**src/rtl/pong_pkg.sv**
```systemverilog
// Shared screen geometry, accumulator widths and tracker state encoding for the
// pong camera-paddle path.
package pong_pkg;

    localparam int SCREEN_W = 640;
    localparam int SCREEN_H = 480;
    localparam int COORD_W  = 10;
    localparam int CNT_W    = 14;
    localparam int SUM_W    = 23;

    typedef enum logic [1:0] {
        ST_ACCUM  = 2'd0,
        ST_DIVIDE = 2'd1,
        ST_UPDATE = 2'd2
    } tracker_state_e;

    // Keeps the whole paddle on screen: centre row limited to [lo, hi].
    function automatic logic [COORD_W-1:0] clamp_row(input logic [SUM_W-1:0] q,
                                                     input int lo,
                                                     input int hi);
        if (int'(q) < lo) return COORD_W'(lo);
        if (int'(q) > hi) return COORD_W'(hi);
        return COORD_W'(q);
    endfunction

endpackage

```
**src/rtl/paddle_tracker_seq_divider.sv**
```systemverilog
// Restoring unsigned divider, one quotient bit per clock; done_o marks the cycle
// in which quotient_o carries the final (floored) result.
module seq_divider
    import pong_pkg::*;
#(
    parameter int DVD_W = SUM_W,
    parameter int DVS_W = CNT_W
) (
    input  logic             clk_i,
    input  logic             rst_i,
    input  logic             start_i,
    input  logic [DVD_W-1:0] dividend_i,
    input  logic [DVS_W-1:0] divisor_i,
    output logic             busy_o,
    output logic             done_o,
    output logic [DVD_W-1:0] quotient_o
);

    localparam int STEP_W = $clog2(DVD_W + 1);

    logic [DVS_W-1:0]  rem_q, rem_d;
    logic [DVD_W-1:0]  quot_q, quot_d;
    logic [DVS_W-1:0]  divisor_q, divisor_d;
    logic [STEP_W-1:0] step_q, step_d;
    logic              busy_q, busy_d;

    logic [DVS_W:0]    rem_shift;
    logic [DVS_W:0]    trial;
    logic              fits;

    // NOTE: every comb output gets a default first so no path leaves it unassigned (no latch).
    always_comb begin
        rem_shift = {rem_q, quot_q[DVD_W-1]};
        trial     = rem_shift - {1'b0, divisor_q};
        fits      = (rem_shift >= {1'b0, divisor_q});

        rem_d     = rem_q;
        quot_d    = quot_q;
        divisor_d = divisor_q;
        step_d    = step_q;
        busy_d    = busy_q;

        if (start_i) begin
            rem_d     = '0;
            quot_d    = dividend_i;
            divisor_d = divisor_i;
            step_d    = '0;
            busy_d    = 1'b1;
        end else if (busy_q) begin
            rem_d  = fits ? trial[DVS_W-1:0] : rem_shift[DVS_W-1:0];
            quot_d = {quot_q[DVD_W-2:0], fits};
            step_d = step_q + 1'b1;
            if (step_q == STEP_W'(DVD_W - 1)) busy_d = 1'b0;
        end
    end

    // NOTE: state registers use non-blocking assignments so all flops update together.
    always_ff @(posedge clk_i) begin
        if (rst_i) begin
            rem_q     <= '0;
            quot_q    <= '0;
            divisor_q <= '0;
            step_q    <= '0;
            busy_q    <= 1'b0;
        end else begin
            rem_q     <= rem_d;
            quot_q    <= quot_d;
            divisor_q <= divisor_d;
            step_q    <= step_d;
            busy_q    <= busy_d;
        end
    end

    assign busy_o     = busy_q;
    assign done_o     = busy_q && (step_q == STEP_W'(DVD_W - 1));
    assign quotient_o = {quot_q[DVD_W-2:0], fits};

endmodule

```
**src/rtl/paddle_tracker.sv**
```systemverilog
// Tracks the paddle centre row from thresholded camera pixels: averages the rows
// of set pixels inside a column band once per frame during vertical blank.
module paddle_tracker
    import pong_pkg::*;
#(
    parameter int COL_LO      = 10,
    parameter int COL_HI      = 29,
    parameter int MIN_COUNT   = 64,
    parameter int PADDLE_HALF = 40,
    parameter int Y_RESET     = 240
) (
    input  logic               Clk,
    input  logic               Reset,
    input  logic [COORD_W-1:0] DrawX,
    input  logic [COORD_W-1:0] DrawY,
    input  logic               blank,
    input  logic               pixel_on,
    output logic [COORD_W-1:0] PaddleY,
    output logic               track_valid,
    output logic               frame_done,
    output logic               busy
);

    tracker_state_e       state_q, state_d;
    logic [2*COORD_W-1:0] prev_xy_q;
    logic [CNT_W-1:0]     cnt_q, cnt_d;
    logic [SUM_W-1:0]     sum_q, sum_d;
    logic [COORD_W-1:0]   paddle_q, paddle_d;
    logic                 valid_q, valid_d;

    logic                 new_px;
    logic                 in_band;
    logic                 qualify;
    logic                 capture;
    logic                 cnt_ok;
    logic                 div_done;
    logic [SUM_W-1:0]     quotient;

    // DrawX is held for two clocks; only the first cycle of each coordinate counts.
    assign new_px  = ({DrawX, DrawY} != prev_xy_q);
    assign in_band = (DrawX >= COORD_W'(COL_LO)) && (DrawX <= COORD_W'(COL_HI));
    assign qualify = (state_q == ST_ACCUM) && new_px && blank && pixel_on && in_band
                     && (DrawY < COORD_W'(SCREEN_H));
    assign capture = (state_q == ST_ACCUM) && new_px
                     && (DrawY == COORD_W'(SCREEN_H))
                     && (prev_xy_q[COORD_W-1:0] == COORD_W'(SCREEN_H - 1));
    assign cnt_ok  = (cnt_q >= CNT_W'(MIN_COUNT));

    seq_divider #(
        .DVD_W (SUM_W),
        .DVS_W (CNT_W)
    ) u_div (
        .clk_i      (Clk),
        .rst_i      (Reset),
        .start_i    (capture && cnt_ok),
        .dividend_i (sum_q),
        .divisor_i  (cnt_q),
        .busy_o     (),
        .done_o     (div_done),
        .quotient_o (quotient)
    );

    always_ff @(posedge Clk) begin
        if (Reset) begin
            state_q <= ST_ACCUM;
        end else begin
            state_q <= state_d;
        end
    end

    always_comb begin
        state_d = state_q;
        case (state_q)
            ST_ACCUM:  if (capture) state_d = cnt_ok ? ST_DIVIDE : ST_UPDATE;
            ST_DIVIDE: if (div_done) state_d = ST_UPDATE;
            ST_UPDATE: state_d = ST_ACCUM;
            default:   state_d = ST_ACCUM;
        endcase
    end

    always_comb begin
        busy       = (state_q != ST_ACCUM);
        frame_done = (state_q == ST_UPDATE);
    end

    // Results are loaded on the edge entering UPDATE so they are visible with frame_done.
    always_comb begin
        cnt_d    = cnt_q;
        sum_d    = sum_q;
        paddle_d = paddle_q;
        valid_d  = valid_q;

        if (capture) begin
            cnt_d = '0;
            sum_d = '0;
            if (!cnt_ok) valid_d = 1'b0;
        end else if (qualify) begin
            cnt_d = cnt_q + 1'b1;
            sum_d = sum_q + SUM_W'(DrawY);
        end

        if ((state_q == ST_DIVIDE) && div_done) begin
            paddle_d = clamp_row(quotient, PADDLE_HALF, SCREEN_H - 1 - PADDLE_HALF);
            valid_d  = 1'b1;
        end
    end

    always_ff @(posedge Clk) begin
        if (Reset) begin
            prev_xy_q <= '0;
            cnt_q     <= '0;
            sum_q     <= '0;
            paddle_q  <= COORD_W'(Y_RESET);
            valid_q   <= 1'b0;
        end else begin
            prev_xy_q <= {DrawX, DrawY};
            cnt_q     <= cnt_d;
            sum_q     <= sum_d;
            paddle_q  <= paddle_d;
            valid_q   <= valid_d;
        end
    end

    assign PaddleY     = paddle_q;
    assign track_valid = valid_q;

endmodule

```
**config.mk**
```make
export PLATFORM = sky130hd
export DESIGN_NAME = paddle_tracker
export DESIGN_NICKNAME = d
export VERILOG_FILES = /design/src/rtl/pong_pkg.sv /design/src/rtl/paddle_tracker_seq_divider.sv /design/src/rtl/paddle_tracker.sv
export SDC_FILE = /design/constraint.sdc
export NUM_CORES = 1
export LEC_CHECK = 0
export CAP_MARGIN = 30
export CORE_UTILIZATION = 30
export CTS_BUF_LIST = sky130_fd_sc_hd__clkbuf_4 sky130_fd_sc_hd__clkbuf_8
export DETAILED_ROUTE_END_ITERATION = 6
export GPL_ROUTABILITY_DRIVEN = 1
export PLACE_DENSITY_LB_ADDON = 0.08
export RECOVER_POWER = 25
export SLEW_MARGIN = 20
export SYNTH_ARGS = -nofsm -noshare
export SYNTH_HDL_FRONTEND = slang
export SYNTH_SLANG_ARGS = --single-unit
```
**constraint.sdc**
```tcl
create_clock -name Clk -period 2.4 [get_ports Clk]
set_input_delay 0.24 -clock Clk [delete_from_list [all_inputs] [get_ports Clk]]
set_output_delay 0.24 -clock Clk [all_outputs]
set_load 0.01 [all_outputs]
```
==> flow_summary.ini <==
[worst_setup_path]
path_buf_inv = 4
critPathKind = primary input to register
arrival_ps = 2680
path_delay_family = buffers and inverters
reg2reg_depth = 11
r2r-end = sum_q[10]
setup.worst_path.end_class = register
slowest_stage = clkdlybuf4s50_1
r2r-start = sum_q[0]
r2r_slack_ps = 100
max_stage_delay_ps = 530
cp_max_fo = 6
start_kind = primary input
cp_data_required_time_ps = 2760
cp_cell_sequence = clkdlybuf4s50_1 > ha_4 > inv_1 > fa_2 > nor2b_2 > o31a_1 > o22a_1 > a31oi_4 > buf_6 > buf_4 > or3_1 > a21oi_1

[sta]
hold_ws_ps = 185
min_period_ps = 2320
finalHoldViolations = 0
slew_viol_final = 45
fin_crit_sh_pct = 96.6
tightest_slew_ps = 2130
setup_violations = 0
slew-limit-headroom_pct = -41.8
setup_slack_ps = 81.3
finalClockSkew_ps = 12.6
fmax_ghz = 0.431

[logic_synthesis]
synth_top_family_by_area = compound AO/OA/AOI/OAI gates
synth-adder-area-share_pct = 5.85
ys_ff_latch = 127
synthMuxAreaShare_pct = 4.35
synth_cell_types = 67
synth_edf_count = 0
synth-xor-area-share_pct = 4.86
synthCells = 780
ys_seq_area_share_pct = 38.1
yosys_warnings = 0
synth_compound_area_share_pct = 21.5
async_flop_share_pct = 0
synth-simple-area-share_pct = 21.3
synthFlopType = dfxtp_1
synth.avg_cell_area_um2 = 8.55
syn-num-nets = 834
syn-cell-area_um2 = 6670

[route]
remaining_drc_errors = 0
drt_iter0_markers = 216
routed_wl_mm = 18.9
vias = 6059
wl_per_cell_um = 15.8
drt.antenna.violating_nets = 0
vias_per_cell = 5.08
firstDrtPassIters = 4

[die]
boundaryPins = 37
die_y_um = 151
die_x_um = 151
initial_core_util_pct = 30.6
rows = 54
die_area_um2 = 22800
core-area_um2 = 21800

[clock_tree]
clock_path_buffers = 2
cts_htree_levels = 4
ctsHoldBuffers = 0
clock_latency_ps = 440
cts_sinks = 127
cts.root.buffer_cell = clkbuf_8
cts_tree = built
path_clk_slew_ps = 80
cts_buffers = 17

[placement]
gp_congestion = 0.810
place_worst_setup_slack_ps = -427
dpl_cell_area_um2 = 8070
dp_hpwl_mm = 13.8
io_buffers = 36

[cells_and_area]
nNetsFinal = 954
antenna_cells = 0
final_common_cell = dfxtp_1
final_cell_mix = dfxtp_1, buf_4, nand2_1, a21oi_1, nor2_1
postLayoutCellArea_um2 = 8590
final_layout_size_suffix_gt1_share_pct = 18.1
fillCellCount = 2240
syn_to_final_growth_pct = 28.9

[grt]
antenna_found_initial = 0
overflow = 0
grt_pass1_wl_mm = 31.0
grt_start_max_net_pins = 55
grt_pass1_vias = 6053
track_usage_pct = 17.5

[run_status]
violations = max-capacitance violations, max-slew violations
outcome = finished, violations left

[min_path]
min_to = PaddleY[5]
min_from = Reset
hold_depth = 3
hold_class = primary input to register

[power_and_ir_drop]
p_leak_nw = 3.17
total_power_mw = 4.28
p_per_area_nw_per_um2 = 498
ir_drop_v = 0.000272

[run]
cap_violations = 1
-- through the flow --
step	setup TNS, ps	cells	utilization (%)
finish	0	1193	39.4
global placement	-9490	1157	37.0
CTS	0	1191	39.1
floorplan	0	780	-
global route	-32.1	1193	39.4
detailed placement	-11110	1157	37.0
-- cells in the mapped netlist (all sizes together) (27+ instances only) --
library cell | count | area [um2]
nand2 | 78 | 295
clkbuf | 29 | 109
mux2i | 29 | 290
nor2 | 65 | 251
xor2 | 28 | 245
a211oi | 36 | 270
nor2b | 27 | 169
dfxtp | 127 | 2540
o21ai | 30 | 158
inv | 29 | 109
a21oi | 70 | 354
ha | 28 | 350
-- state kept, by name, indices dropped and copies added (netlist names), 5 cells and up --
register         count
PaddleY             10
cnt_q               14
prev_xy_q           20
sum_q               23
u_div.divisor_q     14
u_div.quot_q        23
u_div.rem_q         14
u_div.step_q         5
-- logic make-up after synthesis --
logic type	Yosys count
and+or+nand+nor	271
AOI/OAI and AO/OA	217
DFF	127
buffers and inverters	69
xor gates and xnor gates	37
adders and majority gates	30
muxes	29
-- per-layer routing --
layer  part of all wire, %  routed length [um]  vias to the layer above  global-route usage [%]
li1                      -                   -                     3081                       -
met1                    48                9020                     2923                    21.9
met2                    50                9380                       46                    30.3
met3                   1.9                 351                        9                    3.92
met4                  0.67                 127                        0                    4.05
met5                     0                   0                        -                       0
-- how the worst max path moves through the flow --
stage	from	to	slack, ps	depth (start not counted)
floorplan	sum_q[0]	sum_q[20]	100	10
global placement	DrawY[0]	sum_q[22]	-370	11
detailed placement	DrawY[0]	sum_q[22]	-430	11
CTS	u_div.divisor_q[0]	u_div.rem_q[10]	10	9
global route	u_div.divisor_q[2]	u_div.rem_q[9]	-20	8
finish	DrawY[0]	sum_q[10]	80	12
-- where the power goes --
part	internal (mW)	switching [mW]
sequential	2.12	0.0101
clock	1.04	0.876
combinational	0.118	0.115
-- final cells by class --
| class | instances | area, um2 | area share (%) |
|---|---|---|---|
| clock buffers | 22 | 297 | 3.45 |
| clock inverters | 10 | 110 | 1.28 |
| inverters | 29 | 109 | 1.27 |
| multi-input cells | 584 | 3940 | 45.9 |
| flip-flops and latches | 127 | 2540 | 29.6 |
| well taps | 280 | 350 | 4.08 |
| repair buffers | 141 | 1240 | 14.4 |
-- tightest hold or removal path, delay by kind of cell --
| family | cells | cell delay, ps |
|---|---|---|
| AND/OR/NAND/NOR | 1 | 100 |
| buffers and inverters | 2 | 250 |
-- timing repair --
item                       4_1_cts  5_1_grt
buffers inserted                 1        2
cloned                           1        0
pin swaps                        4        8
setup endpoints to repair        5       25
resized for setup                7       17
Power figures use the tool's default switching activity.
